**config.mk**
```make
export PLATFORM = sky130hd
export DESIGN_NAME = button_events
export DESIGN_NICKNAME = d
export VERILOG_FILES = /design/src/rtl/button_events_pkg.sv /design/src/rtl/button_channel.sv /design/src/rtl/button_events.sv
export SDC_FILE = /design/constraint.sdc
export NUM_CORES = 1
export LEC_CHECK = 0
export BUFFER_PORTS_ARGS = -buffer_cell sky130_fd_sc_hd__buf_2
export CORE_MARGIN = 4
export CORE_UTILIZATION = 45
export CTS_BUF_LIST = sky130_fd_sc_hd__clkbuf_8 sky130_fd_sc_hd__clkbuf_16
export CTS_CLUSTER_SIZE = 10
export DETAILED_ROUTE_END_ITERATION = 7
export HOLD_SLACK_MARGIN = 0.12
export PLACE_DENSITY = 0.75
export SYNTH_ARGS = -nofsm -noshare
export SYNTH_HDL_FRONTEND = slang
export SYNTH_SLANG_ARGS = --single-unit
```
**constraint.sdc**
```tcl
create_clock -name clk -period 1.9 [get_ports clk]
set_clock_uncertainty 0.1 [all_clocks]
set_input_delay 0.285 -clock clk [delete_from_list [all_inputs] [get_ports clk]]
set_output_delay 0.285 -clock clk [all_outputs]
set_load 0.01 [all_outputs]
```
**src/rtl/button_events_pkg.sv**
```systemverilog
// rtl/button_events_pkg.sv - shared state encoding and defaults for the button front end
package button_events_pkg;

   typedef enum logic [1:0] {
      IDLE    = 2'd0,
      PRESSED = 2'd1,
      LONG    = 2'd2
   } btn_state_t;

   localparam int DEBOUNCE_CYCLES_DEF = 4;
   localparam int LONG_CYCLES_DEF     = 64;

endpackage

```
**src/rtl/button_channel.sv**
```systemverilog
// rtl/button_channel.sv - synchroniser, debouncer and press-tracking FSM for one button
module button_channel
   import button_events_pkg::*;
#(
   parameter int DEBOUNCE_CYCLES = DEBOUNCE_CYCLES_DEF,
   parameter int LONG_CYCLES     = LONG_CYCLES_DEF
) (
   input  logic clk,
   input  logic rst,
   input  logic button,
   output logic press,
   output logic release_pulse,
   output logic long_press,
   output logic held
);

   localparam int DW = $clog2(DEBOUNCE_CYCLES + 1);
   localparam int LW = $clog2(LONG_CYCLES + 1);

   logic          sync_a;
   logic          sync_b;
   logic          sync_pressed;
   logic          deb_pressed;
   logic [DW-1:0] deb_cnt;
   logic          diff;
   logic          hit;
   logic          rise;
   logic          fall;

   btn_state_t    state;
   btn_state_t    state_n;
   logic [LW-1:0] lcnt;
   logic [LW-1:0] lcnt_n;
   logic          press_n;
   logic          release_n;
   logic          long_n;

   // Two-flop synchroniser; resets to the released (high) level.
   always_ff @(posedge clk or posedge rst) begin
      if (rst) begin
         sync_a <= 1'b1;
         sync_b <= 1'b1;
      end else begin
         sync_a <= button;
         sync_b <= sync_a;
      end
   end

   assign sync_pressed = ~sync_b;

   // Flip decision: the level has disagreed for the full window on this edge.
   always_comb begin
      diff = (sync_pressed != deb_pressed);
      hit  = diff && (deb_cnt == DW'(DEBOUNCE_CYCLES - 1));
      rise = hit &&  sync_pressed;
      fall = hit && !sync_pressed;
   end

   // Debounce counter: runs while the level disagrees, flips state at the threshold.
   always_ff @(posedge clk or posedge rst) begin
      if (rst) begin
         deb_pressed <= 1'b0;
         deb_cnt     <= '0;
      end else if (!diff) begin
         deb_cnt     <= '0;
      end else if (hit) begin
         deb_pressed <= ~deb_pressed;
         deb_cnt     <= '0;
      end else begin
         deb_cnt     <= deb_cnt + DW'(1);
      end
   end

   // FSM state, long counter and registered event pulses.
   always_ff @(posedge clk or posedge rst) begin
      if (rst) begin
         state         <= IDLE;
         lcnt          <= '0;
         press         <= 1'b0;
         release_pulse <= 1'b0;
         long_press    <= 1'b0;
      end else begin
         state         <= state_n;
         lcnt          <= lcnt_n;
         press         <= press_n;
         release_pulse <= release_n;
         long_press    <= long_n;
      end
   end

   // Next state and pulses; a release on the long-threshold edge wins over long_press.
   always_comb begin
      state_n   = state;
      lcnt_n    = lcnt;
      press_n   = 1'b0;
      release_n = 1'b0;
      long_n    = 1'b0;
      case (state)
         IDLE: begin
            if (rise) begin
               state_n = PRESSED;
               press_n = 1'b1;
               lcnt_n  = '0;
            end
         end
         PRESSED: begin
            if (fall) begin
               state_n   = IDLE;
               release_n = 1'b1;
            end else begin
               if (lcnt != LW'(LONG_CYCLES)) begin
                  lcnt_n = lcnt + LW'(1);
               end
               if (lcnt == LW'(LONG_CYCLES - 1)) begin
                  state_n = LONG;
                  long_n  = 1'b1;
               end
            end
         end
         LONG: begin
            if (fall) begin
               state_n   = IDLE;
               release_n = 1'b1;
            end
         end
         default: begin
            state_n = IDLE;
         end
      endcase
   end

   assign held = (state == PRESSED) || (state == LONG);

endmodule

```
**src/rtl/button_events.sv**
```systemverilog
// rtl/button_events.sv - two independent debounced button channels producing event pulses
module button_events
   import button_events_pkg::*;
#(
   parameter int DEBOUNCE_CYCLES = DEBOUNCE_CYCLES_DEF,
   parameter int LONG_CYCLES     = LONG_CYCLES_DEF
) (
   input  logic       clk,
   input  logic       rst,
   input  logic       button_0,
   input  logic       button_1,
   output logic [1:0] press,
   output logic [1:0] release_pulse,
   output logic [1:0] long_press,
   output logic [1:0] held
);

   button_channel #(
      .DEBOUNCE_CYCLES (DEBOUNCE_CYCLES),
      .LONG_CYCLES     (LONG_CYCLES)
   ) u_ch0 (
      .clk           (clk),
      .rst           (rst),
      .button        (button_0),
      .press         (press[0]),
      .release_pulse (release_pulse[0]),
      .long_press    (long_press[0]),
      .held          (held[0])
   );

   button_channel #(
      .DEBOUNCE_CYCLES (DEBOUNCE_CYCLES),
      .LONG_CYCLES     (LONG_CYCLES)
   ) u_ch1 (
      .clk           (clk),
      .rst           (rst),
      .button        (button_1),
      .press         (press[1]),
      .release_pulse (release_pulse[1]),
      .long_press    (long_press[1]),
      .held          (held[1])
   );

endmodule

```
==> flow_metrics.env, run 1 <==
export IMPL_synthArstFlopShare_pct=100.0
export IMPL_crit_buf_inv=0
export IMPL_p_per_area_nw_per_um2=1317
export IMPL_holdCritPathClass="flip-flop to flip-flop"
export IMPL_rows=23
export IMPL_synthMuxAreaShare_pct=2.177
export IMPL_die_h_um=73.90
export IMPL_r2r_cells=5
export IMPL_gp_congestion=0.8292
export IMPL_cts_buffers=5
export IMPL_report_final_slew_viol_count=0
export IMPL_startpoint_type="flip-flop"
export IMPL_grt_overflow=0
export IMPL_critPathSlowestCell="or4b_4"
export IMPL_port_buffers=11
export IMPL_multi_input_area_um2=1006
export IMPL_drcViolationCount=0
export IMPL_drive_gt1_share_pct=31.00
export IMPL_dr_total_vias=1504
export IMPL_fp_dieW_um=73.90
export IMPL_clockRootBuffer="clkbuf_8"
export IMPL_r2r_end="u_ch0.lcnt[4]$_DFFE_PP0P_"
export IMPL_yosys_area_share_simple_pct=19.27
export IMPL_synthXorXnorAreaFrac_pct=0.8963
export IMPL_worstHoldStart="u_ch0.sync_a$_DFF_PP1_"
export IMPL_final_cells=279
export IMPL_clk_latency_ns=0.29
export IMPL_path_max_fanout=6
export IMPL_wl_per_cell_um=13.32
export IMPL_min_path_cells=0
export IMPL_regArea_um2=905.9
export IMPL_cp_slowest_stage_delay_ns=0.46
export IMPL_relSlewSlack_pct=70.39
export IMPL_peakVddDrop_mv=0.5336
export IMPL_synth_cell_types=41
export IMPL_cp_end_kind="flip-flop"
export IMPL_n_antenna_cell=0
export IMPL_finalCritPeriodShare_pct=104.5
export IMPL_nFillCells=347
export IMPL_cts_sinks=36
export IMPL_drt_iter0_drc=74
export IMPL_final_common_cell="dfrtp_1"
export IMPL_coreArea_um2=4086
export IMPL_netlist_instances=193
export IMPL_place_hpwl_mm=2.536
export IMPL_avgSynthCellArea_um2=10.13
export IMPL_synth_top_family_by_area="simple AND/OR/NAND/NOR gates"
export IMPL_dieArea_um2=5461
export IMPL_violations="negative setup slack"
export IMPL_cp_arrival_ns=2.07
export IMPL_synth_seq_cells=36
export IMPL_start_util_pct=47.83
export IMPL_crit_family="simple AND/OR/NAND/NOR gates"
export IMPL_hold_end="u_ch0.sync_b$_DFF_PP1_"
export IMPL_ant_nets=0
export IMPL_grt_pass1_vias=1492
export IMPL_crit_path_cell_trace="ha_2 -> or4b_4 -> a32o_2 -> or2_4 -> a211o_1"
export IMPL_synthesis_nets=211
export IMPL_final_hold_viol_count=0
export IMPL_worstPathRequired_ns=1.98
export IMPL_via_per_inst=5.391
export IMPL_worst_pin_slew_ns=0.4441
export IMPL_syn2layout_area_growth_pct=23.05
export IMPL_layout_common_cells="32 x dfrtp_1, 23 x buf_4, 18 x inv_1"
export IMPL_rsz0062_at_grt="true"
export IMPL_final_nets=246
export IMPL_drt_total_wl_mm=3.716
export IMPL_fin_crit_ns=1.985
export IMPL_max_cap_viol_count=0
export IMPL_crit_type="flip-flop to flip-flop"
export IMPL_synthAdderAreaFrac_pct=8.963
export IMPL_track_usage_pct=15.89
export IMPL_fmax_mhz=503.7
export IMPL_setup_viol=4
export IMPL_synth_edf_count=0
export IMPL_synth_compound_area_share_pct=15.24
export IMPL_reg2reg_slack_ns=-0.09
export IMPL_placed_cells=264
export IMPL_yosysWarnings=0
export IMPL_fin_tns_setup_ns=-0.1725
export IMPL_grt_max_degree=37
export IMPL_synth_area_um2=1954
export IMPL_path_clk_slew_ns=0.07
export IMPL_preCtsSetupSlack_ns=-0.1076
export IMPL_rr_startpoint="u_ch0.deb_cnt[0]$_DFF_PP0_"
export IMPL_grt_pass1_wl_mm=6.665
export IMPL_power_leakage_nw=1.160
export IMPL_drt_pass1_iterations=5
export IMPL_pin_count=12
export IMPL_worst_slack_ns=-0.08527
export IMPL_synthFlopType="dfrtp_1"
export IMPL_antenna_found_initial=0
export IMPL_htreeDepth=2
export IMPL_fin_util_pct=58.85
export IMPL_outcome="finished with violations"
export IMPL_holdWs_ns=0.2487
export IMPL_ys_seq_area_share_pct=46.35
export IMPL_cts_buffer_depth=2
export IMPL_cts_tree="done"
worst reg2reg max path, stage by stage (launching register included):
cell and delay [ns]:
dfrtp_1 0.36, ha_2 0.17, or4b_4 0.46, a32o_2 0.24, or2_4 0.29, a211o_1 0.26
flip-flops by register name, indices dropped and copies added (netlist names), 2 cells and up:
signal and cells:
u_ch0.lcnt 7, u_ch1.lcnt 7, u_ch0.deb_cnt 3, u_ch1.deb_cnt 3
u_ch0.state 2, u_ch1.state 2
where the power goes:
group / internal (mW) / switching (mW) / leakage (nW) / total [mW]
Sequential: 0.941 / 0.125 / 0.467 / 1.07
Clock: 0.285 / 0.266 / 0.0538 / 0.551
Combinational: 0.749 / 0.801 / 0.639 / 1.55
how the worst max path moves through the flow:
stage,from,to,cells past startpoint
6_report,u_ch0.deb_cnt[0]$_DFF_PP0_,u_ch0.lcnt[4]$_DFFE_PP0P_,5
5_1_grt,u_ch0.deb_cnt[0]$_DFF_PP0_,u_ch0.lcnt[4]$_DFFE_PP0P_,5
2_1_floorplan,u_ch0.deb_cnt[0]$_DFF_PP0_,u_ch0.lcnt[4]$_DFFE_PP0P_,6
4_1_cts,u_ch0.deb_cnt[0]$_DFF_PP0_,u_ch0.lcnt[4]$_DFFE_PP0P_,5
3_3_place_gp,u_ch0.deb_cnt[0]$_DFF_PP0_,u_ch0.lcnt[4]$_DFFE_PP0P_,5
3_5_place_dp,u_ch0.deb_cnt[0]$_DFF_PP0_,u_ch0.lcnt[4]$_DFFE_PP0P_,5
Yosys cell counts (2+ instances only):
cell type / instances / share of area, %
o211ai_1: 2 / 0.77
xor2_1: 2 / 0.90
buf_4: 8 / 3.1
o21ai_0: 13 / 3.3
nor3_1: 5 / 1.3
o22a_1: 4 / 1.8
mux2_2: 2 / 1.2
ha_1: 14 / 9.0
or4b_1: 2 / 1.0
dfstp_2: 4 / 5.4
nand2b_1: 4 / 1.3
nand3_1: 6 / 1.5
nand2_1: 13 / 2.5
a21o_1: 4 / 1.5
nor4_1: 2 / 0.64
nand3b_1: 5 / 1.9
dfrtp_1: 32 / 41
inv_1: 16 / 3.1
nand4b_1: 2 / 0.90
o221ai_1: 3 / 1.3
a21oi_1: 5 / 1.3
nor3b_1: 6 / 2.3
o21a_1: 3 / 1.2
o21ai_1: 2 / 0.51
and3_1: 5 / 1.6
mux2i_1: 2 / 1.0
clkbuf_1: 2 / 0.38
nor2_1: 11 / 2.1
o22ai_1: 2 / 0.64
cell type report:
| cell class | count | area share, % |
|---|---|---|
| well taps | 50 | 2.601 |
| multi-input cells | 130 | 41.83 |
| flip-flops and latches | 36 | 37.67 |
| repair buffers | 39 | 11.65 |
| clock inverters | 2 | 0.3122 |
| inverters | 16 | 2.497 |
| clock buffers | 6 | 3.434 |
routing by layer:
| layer | wire length, µm | up-vias | GRT usage (%) |
|---|---|---|---|
| met5 | 0 | - | 0 |
| met4 | 78 | 0 | 7.847 |
| met3 | 132 | 7 | 4.241 |
| met2 | 1738 | 22 | 24.51 |
| met1 | 1766 | 724 | 20.57 |
| li1 | - | 751 | - |
repair_timing:
action	CTS	global route
endpoints found under the hold margin	34	0
hold buffers	3	0
pin swaps	1	8
buffers inserted	2	4
gates cloned	0	0
resized for setup	2	29
setup endpoints to repair	5	17
per-stage QoR:
stage | power [mW] | area [µm²]
floorplan | 2.006 | 1957
global placement | 2.377 | 2153
detailed placement | 2.429 | 2153
CTS | 3.023 | 2291
global route | 3.437 | 2405
finish | 3.168 | 2405
logic make-up (layout without fill, tap and decap cells):
logic type / count (synthesis) / in the layout
flops: 36 / 36
fa+ha+maj: 14 / 14
compound gates: 44 / 44
buf+inv: 27 / 63
mux: 4 / 4
xor+xnor: 2 / 2
simple gates: 66 / 66
No activity file was read; power rests on OpenSTA's default activity.
==> run 2: changes to the inputs <==
--- a/config.mk
+++ b/config.mk
@@ -13,6 +13,7 @@
 export DETAILED_ROUTE_END_ITERATION = 7
 export HOLD_SLACK_MARGIN = 0.12
 export PLACE_DENSITY = 0.75
+export RECOVER_POWER = 50
 export SYNTH_ARGS = -nofsm -noshare
 export SYNTH_HDL_FRONTEND = slang
 export SYNTH_SLANG_ARGS = --single-unit
==> flow_metrics.env, run 2 (same netlist as run 1, synthesis figures left out) <==
export IMPL_outcome="finished with violations"
export IMPL_violations="negative setup slack"
export IMPL_final_hold_viol_count=0
export IMPL_worst_pin_slew_ns=0.8624
export IMPL_gp_congestion=0.8292
export IMPL_rows=23
export IMPL_cts_buffers=5
export IMPL_final_nets=246
export IMPL_dr_total_vias=1504
export IMPL_worstPathRequired_ns=1.98
export IMPL_peakVddDrop_mv=0.5335
export IMPL_port_buffers=11
export IMPL_place_hpwl_mm=2.536
export IMPL_holdCritPathClass="flip-flop to flip-flop"
export IMPL_wl_per_cell_um=13.34
export IMPL_cts_buffer_depth=2
export IMPL_p_per_area_nw_per_um2=1320
export IMPL_clockRootBuffer="clkbuf_8"
export IMPL_ant_nets=0
export IMPL_track_usage_pct=15.89
export IMPL_startpoint_type="flip-flop"
export IMPL_fp_dieW_um=73.90
export IMPL_worst_slack_ns=-0.08527
export IMPL_grt_max_degree=37
export IMPL_dieArea_um2=5461
export IMPL_drive_gt1_share_pct=29.69
export IMPL_cp_arrival_ns=2.07
export IMPL_power_leakage_nw=1.146
export IMPL_clk_latency_ns=0.29
export IMPL_drcViolationCount=0
export IMPL_layout_common_cells="32 x dfrtp_1, 22 x buf_4, 18 x inv_1"
export IMPL_fin_tns_setup_ns=-0.1725
export IMPL_n_antenna_cell=0
export IMPL_syn2layout_area_growth_pct=22.73
export IMPL_drt_total_wl_mm=3.721
export IMPL_grt_pass1_vias=1492
export IMPL_fin_util_pct=58.70
export IMPL_max_cap_viol_count=0
export IMPL_crit_type="flip-flop to flip-flop"
export IMPL_finalCritPeriodShare_pct=104.5
export IMPL_antenna_found_initial=0
export IMPL_final_common_cell="dfrtp_1"
export IMPL_grt_overflow=0
export IMPL_via_per_inst=5.391
export IMPL_final_cells=279
export IMPL_die_h_um=73.90
export IMPL_cts_tree="done"
export IMPL_path_max_fanout=6
export IMPL_placed_cells=264
export IMPL_report_final_slew_viol_count=0
export IMPL_grt_pass1_wl_mm=6.665
export IMPL_path_clk_slew_ns=0.07
export IMPL_cts_sinks=36
export IMPL_drt_pass1_iterations=5
export IMPL_htreeDepth=2
export IMPL_pin_count=12
export IMPL_coreArea_um2=4086
export IMPL_cp_end_kind="flip-flop"
export IMPL_start_util_pct=47.83
export IMPL_relSlewSlack_pct=42.51
export IMPL_drt_iter0_drc=74
export IMPL_reg_largest_list="u_ch0.lcnt: 7 flops, u_ch1.lcnt: 7 flops"
export IMPL_setup_viol=4
export IMPL_fmax_mhz=503.7
export IMPL_fin_crit_ns=1.985
export IMPL_rsz0062_at_grt="true"
## run 2: cell count changes in the layout (fill, tap and decap cells not counted), sizes merged
cell / previous run / this run
buf: 36 / 32
clkbuf: 6 / 10
## run 2: routing by layer
metal / share of wire, % / up-vias / GRT usage (%)
met5: 0 / - / 0
met4: 2.1 / 0 / 7.847
met3: 3.6 / 7 / 4.241
met2: 47 / 22 / 24.51
met1: 48 / 724 / 20.57
li1: - / 751 / -
## run 2: worst paths after layout
check                      depth (start not counted)  slack [ns]                        from                         end
max in group asynchronous                          4        0.47                         rst   u_ch0.lcnt[3]$_DFFE_PP0P_
min in group asynchronous                          4        0.69                         rst  u_ch0.deb_cnt[0]$_DFF_PP0_
max                                                5       -0.09  u_ch0.deb_cnt[0]$_DFF_PP0_   u_ch0.lcnt[4]$_DFFE_PP0P_
min reg2reg                                        0        0.25      u_ch0.sync_a$_DFF_PP1_      u_ch0.sync_b$_DFF_PP1_
min                                                0        0.25      u_ch0.sync_a$_DFF_PP1_      u_ch0.sync_b$_DFF_PP1_
max reg2reg                                        5       -0.09  u_ch0.deb_cnt[0]$_DFF_PP0_   u_ch0.lcnt[4]$_DFFE_PP0P_
## run 2: area by class of cell
class                      instances  area, µm²
clock buffer                       6      82.58
clock inverter                     2      7.507
fill                             348       1688
inverter                          16      60.06
multi-input combinational        130       1006
sequential                        36      905.9
tap                               50      62.56
timing repair buffer              39      274.0
## run 2: repair_timing
action,4_1_cts,5_1_grt
endpoints found under the setup margin,5,17
endpoints found under the hold margin,34,0
setup buffers,2,4
pin swaps,1,8
resized for setup,2,29
hold buffers,3,0
## run 2: power by group
part           leakage [nW]  total, mW  internal, mW  switching (mW)
Combinational         0.625       1.55         0.748           0.801
Clock                0.0538      0.551         0.285           0.266
Sequential            0.467       1.07         0.941           0.125
## run 2: through the flow
step | hold WS (ns) | area [µm²] | power [mW] | setup slack [ns]
floorplan | 0.1895 | 1957 | 2.006 | -0.1409
global route | 0.2537 | 2399 | 3.436 | -0.1490
CTS | 0.2534 | 2291 | 3.023 | -0.05719
finish | 0.2487 | 2399 | 3.167 | -0.08527
global placement | 0.2467 | 2153 | 2.377 | -0.06830
detailed placement | 0.2503 | 2153 | 2.429 | -0.1076
## run 2: worst max-delay path: stages (launching register included)
cell     delay [ns]
dfrtp_1        0.36
ha_2           0.17
or4b_4         0.46
a32o_2         0.24
or2_4          0.29
a211o_1        0.26
==> run 3: changes to the inputs <==
--- a/config.mk
+++ b/config.mk
@@ -12,7 +12,7 @@
 export CTS_CLUSTER_SIZE = 10
 export DETAILED_ROUTE_END_ITERATION = 7
 export HOLD_SLACK_MARGIN = 0.12
-export PLACE_DENSITY = 0.75
+export PLACE_DENSITY = 0.64
 export RECOVER_POWER = 50
 export SYNTH_ARGS = -nofsm -noshare
 export SYNTH_HDL_FRONTEND = slang
==> flow_metrics.env, run 3 (same netlist as run 1, synthesis figures left out) <==
export IMPL_outcome="finished with violations"
export IMPL_violations="negative setup slack"
export IMPL_grt_overflow=0
export IMPL_final_common_cell="dfrtp_1"
export IMPL_grt_pass1_vias=1516
export IMPL_ant_nets=0
export IMPL_clockRootBuffer="clkbuf_8"
export IMPL_final_nets=240
export IMPL_placed_cells=258
export IMPL_p_per_area_nw_per_um2=1354
export IMPL_peakVddDrop_mv=0.5694
export IMPL_rows=23
export IMPL_final_hold_viol_count=0
export IMPL_finalCritPeriodShare_pct=105.3
export IMPL_dr_total_vias=1490
export IMPL_cp_end_kind="flip-flop"
export IMPL_reg_largest_list="u_ch0.lcnt: 7 flops, u_ch1.lcnt: 7 flops"
export IMPL_coreArea_um2=4086
export IMPL_htreeDepth=2
export IMPL_worst_slack_ns=-0.1006
export IMPL_path_max_fanout=6
export IMPL_wl_per_cell_um=14.40
export IMPL_cp_arrival_ns=2.07
export IMPL_nFillCells=352
export IMPL_holdCritPathClass="flip-flop to flip-flop"
export IMPL_clk_latency_ns=0.28
export IMPL_drt_iter0_drc=54
export IMPL_fmax_mhz=499.9
export IMPL_setup_viol=7
export IMPL_die_h_um=73.90
export IMPL_pin_count=12
export IMPL_antenna_found_initial=0
export IMPL_syn2layout_area_growth_pct=20.17
export IMPL_fin_crit_ns=2.001
export IMPL_place_hpwl_mm=2.784
export IMPL_cts_buffers=5
export IMPL_n_antenna_cell=0
export IMPL_worstPathRequired_ns=1.97
export IMPL_relSlewSlack_pct=62.44
export IMPL_fin_tns_setup_ns=-0.4365
export IMPL_crit_type="flip-flop to flip-flop"
export IMPL_fp_dieW_um=73.90
export IMPL_cts_sinks=36
export IMPL_drcViolationCount=0
export IMPL_start_util_pct=47.83
export IMPL_dieArea_um2=5461
export IMPL_port_buffers=11
export IMPL_max_cap_viol_count=0
export IMPL_power_leakage_nw=1.103
export IMPL_path_clk_slew_ns=0.07
export IMPL_grt_max_degree=25
export IMPL_drt_total_wl_mm=3.930
export IMPL_report_final_slew_viol_count=0
export IMPL_cts_tree="done"
export IMPL_drt_pass1_iterations=4
export IMPL_gp_congestion=0.8195
export IMPL_cts_buffer_depth=2
export IMPL_via_per_inst=5.458
export IMPL_grt_pass1_wl_mm=6.713
export IMPL_final_cells=273
export IMPL_rsz0062_at_grt="true"
export IMPL_worst_pin_slew_ns=0.5627
export IMPL_drive_gt1_share_pct=24.22
export IMPL_layout_common_cells="32 x dfrtp_1, 16 x inv_1, 16 x buf_4"
export IMPL_track_usage_pct=15.87
export IMPL_startpoint_type="flip-flop"
## run 3: layer usage
| metal | GRT usage (%) | up-vias | share of wire [%] |
|---|---|---|---|
| met5 | 0 | - | 0 |
| met4 | 4.427 | 0 | 1.4 |
| met3 | 4.104 | 6 | 3.9 |
| met2 | 27.85 | 34 | 49 |
| met1 | 19.15 | 717 | 46 |
| li1 | - | 733 | - |
## run 3: layout make-up
type	count	area (µm²)	share of cell area, %
clock buffers	6	82.58	3.516
clock inverters	2	10.01	0.4262
inverters	16	60.06	2.557
multi-input cells	130	987.2	42.04
flip-flops and latches	36	905.9	38.57
well taps	50	62.56	2.664
repair buffers	33	240.2	10.23
## run 3: worst max-delay path: stages (launching register included)
cell	delay, ns
dfrtp_1	0.36
ha_2	0.18
or4b_4	0.46
a32o_2	0.25
or2_4	0.27
a211o_1	0.26
## run 3: what timing repair did
| action | in CTS | in global routing |
|---|---|---|
| setup endpoints to repair | 9 | 11 |
| buffers inserted | 0 | 4 |
| pin swaps | 1 | 4 |
| hold buffers | 3 | 0 |
| hold endpoints to repair | 14 | 0 |
| resized for setup | 12 | 12 |
## run 3: path summary, 6_finish.rpt
check / cells past startpoint / start / slack, ns / to
max in group asynchronous: 4 / rst / 0.60 / u_ch0.sync_a$_DFF_PP1_
worst max register to register: 5 / u_ch0.deb_cnt[0]$_DFF_PP0_ / -0.10 / u_ch0.lcnt[4]$_DFFE_PP0P_
min in group asynchronous: 3 / rst / 0.50 / u_ch0.lcnt[6]$_DFFE_PP0P_
worst max-delay path: 5 / u_ch0.deb_cnt[0]$_DFF_PP0_ / -0.10 / u_ch0.lcnt[4]$_DFFE_PP0P_
worst min-delay path: 0 / u_ch0.sync_a$_DFF_PP1_ / 0.26 / u_ch0.sync_b$_DFF_PP1_
worst min register to register: 0 / u_ch0.sync_a$_DFF_PP1_ / 0.26 / u_ch0.sync_b$_DFF_PP1_
## run 3: per-stage QoR
stage	power (mW)	util, %	hold slack (ns)	setup WS (ns)	instance area (µm²)
after floorplan	2.006	-	0.1895	-0.1409	1957
after global placement	2.316	51.90	0.2468	-0.06338	2121
after detailed placement	2.406	51.90	0.2472	-0.1739	2121
after CTS	3.061	55.69	0.2576	-0.08396	2276
after global routing	3.423	57.47	0.2695	-0.1626	2349
final	3.181	57.47	0.2627	-0.1006	2349
## run 3: where the power goes
part | total [mW] | internal, mW | leakage [nW] | switching [mW]
clock network | 0.560 | 0.289 | 0.0510 | 0.271
logic | 1.54 | 0.731 | 0.586 | 0.811
registers | 1.08 | 0.940 | 0.466 | 0.138
